<file path="config.mk">
export PLATFORM = sky130hd
export DESIGN_NAME = sort_writeback
export DESIGN_NICKNAME = d
export VERILOG_FILES = /design/src/rtl/sort_pkg.sv /design/src/rtl/sort_wb_fifo.sv /design/src/rtl/sort_writeback.sv
export SDC_FILE = /design/constraint.sdc
export NUM_CORES = 1
export LEC_CHECK = 0
export ABC_AREA = 1
export CAP_MARGIN = 30
export CORE_UTILIZATION = 35
export DETAILED_ROUTE_END_ITERATION = 6
export GPL_ROUTABILITY_DRIVEN = 0
export SYNTH_ARGS = -nofsm -noshare
export SYNTH_HDL_FRONTEND = slang
export SYNTH_HIERARCHICAL = 1
export SYNTH_SLANG_ARGS = --single-unit
</file>
<file path="constraint.sdc">
create_clock -name clk -period 4.5 [get_ports clk]
set_clock_uncertainty 0.15 [all_clocks]
set_input_delay 1.35 -clock clk [delete_from_list [all_inputs] [get_ports clk]]
set_output_delay 1.35 -clock clk [all_outputs]
set_load 0.02 [all_outputs]
</file>
<file path="src/rtl/sort_pkg.sv">
// Shared types and default geometry for the sorter write-back stage.
package sort_pkg;

    localparam int DEF_WIDTH = 4;
    localparam int DEF_BITS  = 8;
    localparam int DEF_ADDR  = 12;
    localparam int DEF_DEPTH = 4;

    typedef enum logic [1:0] {
        IDLE  = 2'd0,
        RUN   = 2'd1,
        DRAIN = 2'd2,
        DONE  = 2'd3
    } wb_state_t;

    typedef logic [DEF_WIDTH-1:0][DEF_BITS-1:0] chunk_t;

endpackage

</file>
<file path="src/rtl/sort_wb_fifo.sv">
// Synchronous chunk FIFO; write lands next cycle, head read is combinational from registered state.
// Push while full is accepted only when a pop frees the slot in the same cycle.
module sort_wb_fifo #(
    parameter int DW    = 44,
    parameter int DEPTH = 4
) (
    input  logic                     clk,
    input  logic                     rstb,
    input  logic                     push,
    input  logic [DW-1:0]            push_dat,
    input  logic                     pop,
    output logic                     push_acc,
    output logic                     pop_acc,
    output logic [DW-1:0]            head_dat,
    output logic                     full,
    output logic                     empty,
    output logic [$clog2(DEPTH):0]   level
);
    localparam int AW = $clog2(DEPTH);

    logic [DW-1:0] mem_q [DEPTH];
    logic [AW:0]   wr_ptr_q, wr_ptr_d;
    logic [AW:0]   rd_ptr_q, rd_ptr_d;

    assign empty = (wr_ptr_q == rd_ptr_q);
    assign full  = (wr_ptr_q[AW] != rd_ptr_q[AW]) &&
                   (wr_ptr_q[AW-1:0] == rd_ptr_q[AW-1:0]);
    assign level = wr_ptr_q - rd_ptr_q;

    assign pop_acc  = pop && !empty;
    assign push_acc = push && (!full || pop_acc);

    // Head is forced to zero when empty so stale storage never leaks out, including under reset.
    assign head_dat = empty ? '0 : mem_q[rd_ptr_q[AW-1:0]];

    always_comb begin
        wr_ptr_d = wr_ptr_q;
        rd_ptr_d = rd_ptr_q;
        if (push_acc) wr_ptr_d = wr_ptr_q + 1'b1;
        if (pop_acc)  rd_ptr_d = rd_ptr_q + 1'b1;
    end

    always_ff @(posedge clk or negedge rstb) begin
        if (!rstb) begin
            wr_ptr_q <= '0;
            rd_ptr_q <= '0;
        end else begin
            wr_ptr_q <= wr_ptr_d;
            rd_ptr_q <= rd_ptr_d;
        end
    end

    always_ff @(posedge clk) begin
        if (push_acc) mem_q[wr_ptr_q[AW-1:0]] <= push_dat;
    end

endmodule

</file>
<file path="src/rtl/sort_writeback.sv">
// Buffers sorted chunks and writes them to SRAM; one-cycle push-to-wr_en, one chunk/cycle sustained.
// Never stalls the sorter: pushes into a full FIFO without a same-cycle pop are dropped and flagged.
module sort_writeback
    import sort_pkg::*;
#(
    parameter int WIDTH     = DEF_WIDTH,
    parameter int BITS      = DEF_BITS,
    parameter int ADDR      = DEF_ADDR,
    parameter int DEPTH     = DEF_DEPTH,
    parameter bit CHECK_ASC = 1'b1
) (
    input  logic                      clk,
    input  logic                      rstb,
    input  logic                      sort_active,
    input  logic                      sort_valid,
    input  logic [WIDTH*BITS-1:0]     sorted,
    input  logic [ADDR-1:0]           sorted_addr,
    output logic                      wr_en,
    input  logic                      wr_ready,
    output logic [ADDR-1:0]           wr_addr,
    output logic [WIDTH*BITS-1:0]     wr_data,
    output logic [ADDR:0]             wr_count,
    output logic [$clog2(DEPTH):0]    fifo_level,
    output logic                      overflow,
    output logic                      order_err,
    output logic                      sort_done
);
    localparam int DW = ADDR + WIDTH*BITS;

    wb_state_t state_q, state_d;
    logic [ADDR:0] wr_count_q, wr_count_d;
    logic          overflow_q, overflow_d;
    logic          order_err_q, order_err_d;

    logic          push_acc, pop_acc, fifo_full, fifo_empty;
    logic [DW-1:0] head_dat;
    logic          session_start, unsorted;
    logic [WIDTH-1:0][BITS-1:0] entries;

    sort_wb_fifo #(
        .DW    (DW),
        .DEPTH (DEPTH)
    ) u_fifo (
        .clk      (clk),
        .rstb     (rstb),
        .push     (sort_valid),
        .push_dat ({sorted_addr, sorted}),
        .pop      (wr_ready),
        .push_acc (push_acc),
        .pop_acc  (pop_acc),
        .head_dat (head_dat),
        .full     (fifo_full),
        .empty    (fifo_empty),
        .level    (fifo_level)
    );

    assign wr_en   = !fifo_empty;
    assign wr_addr = head_dat[DW-1 -: ADDR];
    assign wr_data = head_dat[WIDTH*BITS-1:0];

    assign entries = sorted;

    always_comb begin
        unsorted = 1'b0;
        for (int i = 0; i < WIDTH-1; i++) begin
            if (entries[i+1] < entries[i]) unsorted = 1'b1;
        end
    end

    always_comb begin
        state_d       = state_q;
        session_start = 1'b0;
        case (state_q)
            IDLE: if (sort_active) begin
                state_d       = RUN;
                session_start = 1'b1;
            end
            RUN:   if (!sort_active) state_d = DRAIN;
            DRAIN: if (fifo_empty && !sort_valid) state_d = DONE;
            DONE:  state_d = IDLE;
            default: state_d = IDLE;
        endcase
    end

    // Session start clears first, so an event in the same cycle still lands in the new session.
    always_comb begin
        wr_count_d  = session_start ? '0 : wr_count_q;
        overflow_d  = session_start ? 1'b0 : overflow_q;
        order_err_d = session_start ? 1'b0 : order_err_q;
        if (pop_acc && (wr_count_d != '1)) wr_count_d = wr_count_d + 1'b1;
        if (sort_valid && fifo_full && !pop_acc) overflow_d = 1'b1;
        if (CHECK_ASC && push_acc && unsorted) order_err_d = 1'b1;
    end

    always_ff @(posedge clk or negedge rstb) begin
        if (!rstb) begin
            state_q     <= IDLE;
            wr_count_q  <= '0;
            overflow_q  <= 1'b0;
            order_err_q <= 1'b0;
        end else begin
            state_q     <= state_d;
            wr_count_q  <= wr_count_d;
            overflow_q  <= overflow_d;
            order_err_q <= order_err_d;
        end
    end

    assign wr_count  = wr_count_q;
    assign overflow  = overflow_q;
    assign order_err = order_err_q;
    assign sort_done = (state_q == DONE);

endmodule

</file>
Word level (Yosys, flattened, before mapping)
Memories as Yosys holds them, arrays and structs flattened.
Index checks and enable logic that the tools add are counted.
{"block": "word_totals", "reg_bits": 23, "mem_bits_rw": 176, "inputBits": 49, "elab_cells": 58, "memories": 1}
{"block": "classes", "add_sub_neg": 4, "order_cmp": 3, "n_eq_ne": 10, "muxes": 17, "reduce_logical": 17}
{"memory": "u_fifo.mem_q", "words": 4, "width": 44, "rd": 1, "rd_clocked_by_memory_dff": 0, "write_ports": 1, "line_no": "sort_wb_fifo.sv:21", "rtl": "logic [DW-1:0] mem_q [DEPTH];"}
{"op": "two-way mux 44 bit", "n": 1}
{"op": "two-way mux 13 bit", "n": 2}
{"op": "less-than comparator 8 bit", "n": 3}
{"op": "adder 13 x 1 -> 13 bit, second input constant", "n": 1}
{"op": "inequality test 13 bit, second input constant", "n": 1}
{"op": "two-way mux 1 bit", "n": 10}
{"op": "logical AND 1 bit", "n": 8}
{"op": "one-hot mux 2 bit (4 select lines)", "n": 1}
{"op": "adder 3 x 1 -> 3 bit, second input constant", "n": 2}
{"op": "two-way mux 2 bit", "n": 3}
{"op": "inequality test 2 bit, second input constant", "n": 3}
{"op": "== test 2 bit, second input constant", "n": 2}
{"op": "logical NOT 1 bit", "n": 4}
{"op": "nonzero test 2 bit", "n": 2}
{"op": "== test 3 bit", "n": 1}
{"op": "AND reduction 3 bit", "n": 1}
{"op": "subtractor 3 bit", "n": 1}
{"op": "== test 2 x 1 -> 1 bit, second input constant", "n": 1}
{"op": "== test 2 bit", "n": 1}
{"op": "logical NOT 2 bit", "n": 1}
{"op": "logical OR 1 bit", "n": 1}
{"op": "inequality test 1 bit", "n": 1}

Depth between registers and ports, before layout
Gate-level depths: netlist of run 1.
{"block": "depth", "word_depth": 7, "mapped_depth": 14}

Modules after synthesis
The synthesis of run 1 kept the hierarchy.
{"module": "sort_wb_fifo", "n_inst": 1, "cells_per_inst": 582, "area_per_inst_um2": 7468.4, "seq_area_each_um2": 5435.2}
{"module": "sort_writeback", "n_inst": 1, "cells_per_inst": 254, "area_per_inst_um2": 1704.1, "seq_area_each_um2": 425.4}

Least setup slack after synthesis of run 1
OpenSTA, ideal clock, no wires.
{"block": "synth_path", "kind": "input to register", "startpoint": "input port wr_ready", "endpoint": "memory u_fifo.mem_q[0][0] (enable)", "setup_time_ps": 446, "arrival_time_ps": 3488, "setup_slack_ps": 416, "cell_stages": 4, "n_path_buf": 0, "cell_sequence": "inv_1 nand3_1 nand2_2 nor2_1"}
{"block": "synth_via", "elab_chain_len": 5}
{"element": "start: declaration", "line_no": "sort_writeback.sv:19", "rtl": "input logic wr_ready,"}
{"element": "logical AND 1 bit", "line_no": "sort_wb_fifo.sv:30", "rtl": "assign pop_acc = pop && !empty;"}
{"element": "logical OR 1 bit", "line_no": "sort_wb_fifo.sv:31", "rtl": "assign push_acc = push && (!full || pop_acc);"}
{"element": "logical AND 1 bit", "line_no": "sort_wb_fifo.sv:31"}
{"element": "two-way mux 1 bit", "line_no": "sort_wb_fifo.sv:54", "rtl": "if (push_acc) mem_q[wr_ptr_q[AW-1:0]] <= push_dat;"}
{"element": "two-way mux 1 bit (implied by the code)", "line_no": "sort_wb_fifo.sv:54"}
{"element": "end: declaration", "line_no": "sort_wb_fifo.sv:21"}
Every way passes these cells.

Worst setup path in the final report of run 1
{"block": "layout_path", "startpoint": "register u_fifo.wr_ptr_q[0]", "endpoint": "output port wr_data[19]"}
{"block": "layout_via", "elab_chain_len": 2}
{"element": "start: declaration", "line_no": "sort_wb_fifo.sv:22", "rtl": "logic [AW:0] wr_ptr_q, wr_ptr_d;"}
{"element": "start signal: assignment", "line_no": "sort_wb_fifo.sv:48", "rtl": "wr_ptr_q <= wr_ptr_d;"}
{"element": "== test 3 bit", "line_no": "sort_wb_fifo.sv:25", "rtl": "assign empty = (wr_ptr_q == rd_ptr_q);"}
{"element": "net fifo_empty", "line_no": "sort_writeback.sv:35", "rtl": "logic push_acc, pop_acc, fifo_full, fifo_empty;"}
{"element": "two-way mux 44 bit", "line_no": "sort_wb_fifo.sv:34", "rtl": "assign head_dat = empty ? '0 : mem_q[rd_ptr_q[AW-1:0]];"}
{"element": "end: declaration", "line_no": "sort_writeback.sv:21", "rtl": "output logic [WIDTH*BITS-1:0] wr_data,"}
The timed path passes the listed nets, and every way through them passes these cells.

==> results of run 1 <==
==> final cells by class <==
cell class	instances	area (um2)
Multi-Input combinational cell	534	2840
Tap cell	330	413
Sequential cell	199	5870
Fill cell	2403	14200
Clock inverter	15	158
Timing Repair Buffer	126	1280
Inverter	69	269
Clock buffer	17	425
==> where the power goes <==
part / internal (mW) / switching (mW)
logic: 1.57 / 2.48
registers: 2.44 / 0.119
clock network: 0.743 / 0.755
total: 4.76 / 3.36
==> layer usage <==
| layer | wire, um | up-vias | global-route usage (%) |
|---|---|---|---|
| met1 | 9690 | 2934 | 21.5 |
| met5 | 0 | - | 0 |
| met2 | 9860 | 99 | 27.1 |
| li1 | - | 3041 | - |
| met3 | 608 | 19 | 2.78 |
| met4 | 252 | 0 | 5.05 |
==> per-stage QoR <==
step           setup WS (ns)  utilization (%)  hold slack, ns
3_3_place_gp           0.795             41.9           0.328
4_1_cts                0.271             44.1           0.340
2_1_floorplan          0.416                -           0.347
5_1_grt                0.101             44.1           0.368
3_5_place_dp           0.750             41.9           0.321
6_report               0.288             44.1           0.340
==> flip-flops by register name, indices dropped and copies added, names as in the netlist <==
signal           cells
u_fifo/mem_q       176
wr_count            13
u_fifo/rd_ptr_q      3
u_fifo/wr_ptr_q      3
state_q              2
order_err            1
overflow             1
==> cell usage after synthesis, types with 4 or more instances <==
cell,instances
a21oi_1,15
buf_4,7
buf_2,9
clkbuf_2,7
buf_6,8
o21ai_1,22
edfxtp_1,176
xor2_1,6
dfrtp_1,23
a21oi_2,39
inv_1,62
ha_1,34
nand3_1,12
nand2_1,112
nor2_1,198
nor2_2,4
nand2_2,4
o21ai_0,67
inv_2,4
==> cell usage in the layout, fill, tap and decap left out, drive strengths merged, types with 2 or more instances in the layout <==
master           n
xor2             6
dfrtp           23
o21a             2
buf             14
o21ai           90
inv             77
clkdlybuf4s50  112
nand3b           2
clkinv           7
nand3           13
nor2           204
clkbuf          17
edfxtp         176
nor3             3
nand2          118
ha              34
nand4            2
xnor2            2
a21oi           54
==> worst paths after layout <==
check / slack (ns) / end / depth (start not counted) / from
min in group asynchronous: 1.15 / u_fifo/rd_ptr_q[1] / 1 / rstb
hold reg to reg: 0.34 / order_err / 2 / order_err
setup / recovery: 0.29 / wr_data[19] / 8 / u_fifo/wr_ptr_q[0]
setup reg to reg: 1.85 / u_fifo/mem_q[1][37] / 8 / u_fifo/wr_ptr_q[0]
max in group asynchronous: 2.44 / wr_count[9] / 2 / rstb
hold / removal: 0.34 / order_err / 2 / order_err
==> logic make-up after synthesis <==
family	share of synthesized area (%)
AO/OA/AOI/OAI	9.85
multiplexers	0.109
adder cells (fa/ha/maj)	4.86
AND/OR/NAND/NOR	15.0
buffers and inverters	5.48
flip-flops	63.9
XOR/XNOR	0.764
==> critical path, stage by stage, from the launching register on <==
cell and delay [ns]:
dfrtp_1 0.40, inv_1 0.12, ha_1 0.32, nand2_1 0.08, inv_1 0.12, nand2_4 0.10, inv_6 0.43, a21oi_2 0.10
clkdlybuf4s50_1 0.58
==> out/metrics.cfg, run 1 <==
[route]
ant_nets=0
drcViolationCount=0
via_per_inst=4.72
drtPass1Iterations=4
wl_mm=20.4
wl_per_cell_um=15.8
route.vias.total=6093
drtIter0Drc=272

[timing]
period_needed_ns=4.21
setup_viol=0
slew_headroom_pct=57.8
slew_viol_final=0
hold_viol_final=0
rsz0062_at_grt=false
worstMarginPinSlew_ns=0.633
max_freq_mhz=237
setup-tns-final_ns=0
post-route-period-util_pct=93.6

[pwr]
p_per_area_nw_per_um2=722
total_power_mw=8.12
leakagePower_nw=4.28
irDropWorstVdd_mv=0.459

[synth]
ys_ff_latch=199
ys_seq_area_share_pct=63.9
yosys_most_used_dff=edfxtp_1
syn-cell-area_um2=9170
syn_nets=920
yosys-top-cells-area=edfxtp_1 58%, nor2_1 8.1%, dfrtp_1 6.3%
yosysTopAreaCellShare_pct=57.6
avgSynthCellArea_um2=11.0
yosysUniqueCellTypes=36
synth_edf_count=176
async_reset_ff_share_pct=11.6
yosys_warnings=6
yosys.area.top_type=edfxtp_1
netlist_instances=836

[global_routing]
grt_pass1_wl_mm=32.6
grt_pass1_vias=5974
grt.total_usage_pct=16.2
antenna_found_initial=0
grt_overflow=0
grt_start_max_net_pins=57

[critical_path]
cp-end-kind=primary output
worstSetupStartpointType=flop
worstPathArrival_ns=2.71
crit_path_max_fanout=45
required_ns=3.00
path_class=flop to primary output

[cts]
cts-buffers-inserted=17
cts_setup_buffers=0
root_buffer=clkbuf_16
cts_tree=yes
cts_max_level=4
postCtsHoldBufs=0
cts_resized=0
clkSlewWorstSetupHoldPaths_ns=0.08
max-clock-path-buffers=2
clock_sinks=199
clkLatencyLatePin_ns=0.43

[placement]
hpwl_mm=12.5
place.port_buffers=112
place_inst=1258
post_dp_cell_area_um2=10700

[worst_hold_path]
hold_class=flop to flop

[final_layout]
fin_nets=1031
area_growth_pct=22.6
drive_above_1_share_pct=11.6
final_cell_area_um2=11200
stdcell_count=1290
diodes=0

[floorplan]
chipWidth_um=164
coreArea_um2=25500
start_util_pct=36.0
rows=58
ios=113
die_y_um=164
dieArea_um2=26900

[run]
maxCapViolCount=0

[status]
outcome=completed

(Power assumes the default switching activity.)
==> run 2: changes to the inputs <==
--- a/config.mk
+++ b/config.mk
@@ -10,6 +10,7 @@
 export CORE_UTILIZATION = 35
 export DETAILED_ROUTE_END_ITERATION = 6
 export GPL_ROUTABILITY_DRIVEN = 0
+export SETUP_SLACK_MARGIN = 0.3
 export SYNTH_ARGS = -nofsm -noshare
 export SYNTH_HDL_FRONTEND = slang
 export SYNTH_HIERARCHICAL = 1
==> run 2 against run 1 <==
Cell area grew 0.29%; largest power group unchanged; flip-flop and latch count is the same; first-iteration DRC count grew 10%; worst hold slack lost 0.0063 ns; largest cell class unchanged.
==> out/metrics.cfg, run 2 (synthesis gave the netlist of run 1 again) <==
[global_routing]
grt.total_usage_pct=16.2
grt_pass1_vias=5974
antenna_found_initial=0
grt_pass1_wl_mm=32.6
grt_start_max_net_pins=57
grt_overflow=0

[route]
via_per_inst=4.72
top_layer=met4
route.vias.total=6087
wl_per_cell_um=15.9
wl_met3_um=570
ant_nets=0
m1WireLength_mm=9.74
drtIter0Drc=300
wl_met2_mm=9.88
wl_mm=20.5
drcViolationCount=0
drtPass1Iterations=4

[cts]
clkSlewWorstSetupHoldPaths_ns=0.08
root_buffer=clkbuf_16
clkLatencyLatePin_ns=0.43
max-clock-path-buffers=2
clock_sinks=199
cts-buffers-inserted=17
cts_tree=yes
postCtsHoldBufs=0
cts_max_level=4

[final_layout]
fin_nets=1031
multiInputGateArea_um2=2840
drive_above_1_share_pct=11.6
area_growth_pct=23.0
largest_register_ffs=176
mostFrequentLayoutCells=194 x nor2_1, 176 x edfxtp_1, 112 x nand2_1
final_cell_area_um2=11300
fill_cells=2400
fin_util_pct=44.3
seq_area_um2=5870
diodes=0
final_common_cell=nor2_1

[floorplan]
ios=113
chipWidth_um=164
rows=58
dieArea_um2=26900
coreArea_um2=25500
die_y_um=164
start_util_pct=36.0

[run]
maxCapViolCount=0

[placement]
hpwl_mm=12.5
post_dp_cell_area_um2=10700
place.port_buffers=112
dp_slack_ns=0.750

[timing]
hold_viol_final=0
worstMarginPinSlew_ns=0.624
setup-tns-final_ns=0
slew_viol_final=0
slew_headroom_pct=58.3
hold_slack_ns=0.334
period_needed_ns=4.09
rsz0062_at_grt=false
max_freq_mhz=245
setup_viol=0
setup_slack_ns=0.414
post-route-period-util_pct=90.8

[critical_path]
worstPathArrival_ns=2.59
crit_path_max_fanout=45
required_ns=3.00
crit_path_max_incr_delay_ns=0.62
path_cells=inv_1 -> ha_1 -> nand2_1 -> inv_1 -> nand2_4 -> inv_16 -> a21oi_2 -> clkdlybuf4s50_1
crit_path_frequent_cell=inv_1
path_class=flop to primary output
worstSetupStartpointType=flop
cp-end-kind=primary output
slowest_stage=clkdlybuf4s50_1

[pwr]
leakagePower_nw=4.36
p_per_area_nw_per_um2=721
irDropWorstVdd_mv=0.435

[status]
outcome=completed

[worst_hold_path]
hold_class=flop to flop

[run 2: changes by cell type in the layout (fill, tap and decap cells not counted), sizes merged]
cell	previous run	this run
dlymetal6s2s	0	6
clkdlybuf4s50	112	106
[run 2: final timing paths]
| check | startpoint | to | slack, ns | depth (start not counted) |
|---|---|---|---|---|
| max | u_fifo/wr_ptr_q[0] | wr_data[16] | 0.41 | 8 |
| min in group asynchronous | rstb | u_fifo/wr_ptr_q[1] | 1.15 | 1 |
| min | order_err | order_err | 0.33 | 2 |
| max in group asynchronous | rstb | wr_count[9] | 2.43 | 2 |
| min reg2reg | order_err | order_err | 0.33 | 2 |
| max reg2reg | u_fifo/wr_ptr_q[0] | u_fifo/mem_q[1][37] | 1.86 | 8 |
[run 2: layer usage]
layer  vias to the layer above  global-route usage (%)
met1                      2945                    21.5
met3                        19                    2.78
met5                         -                       0
met4                         0                    5.05
li1                       3041                       -
met2                        82                    27.1
[run 2: critical path, delay by kind of cell (launching register included)]
kind | cells | cell delay (ns)
AO/OA/AOI/OAI | 1 | 0.18
adder cells (fa/ha/maj) | 1 | 0.27
flip-flops | 1 | 0.42
AND/OR/NAND/NOR | 2 | 0.25
buffers and inverters | 4 | 0.99
[run 2: cell type report]
type / count / share of cell area, %
clock inverter: 15 / 1.40
tap: 330 / 3.66
sequential: 199 / 52.0
clock buffer: 17 / 3.77
timing repair buffer: 126 / 11.5
multi-input combinational: 534 / 25.2
inverter: 69 / 2.51
[run 2: through the flow]
step	total power, mW	std cells
after global routing	8.68	1290
after floorplan	5.16	836
after detailed placement	6.72	1258
after global placement	6.69	1258
after CTS	8.24	1290
final	8.13	1290
[run 2: timing repair]
| action | in CTS | in global routing |
|---|---|---|
| setup endpoints to repair | 9 | 43 |
| cloned | 0 | 0 |
| gates resized for setup | 1 | 10 |
| buffers inserted | 0 | 0 |
[run 2: power breakdown]
group	total [mW]	internal [mW]	switching (mW)	leakage [nW]
Sequential	2.56	2.44	0.122	1.91
Combinational	4.07	1.57	2.50	2.16
Clock	1.50	0.743	0.753	0.286
Total	8.13	4.76	3.37	4.36
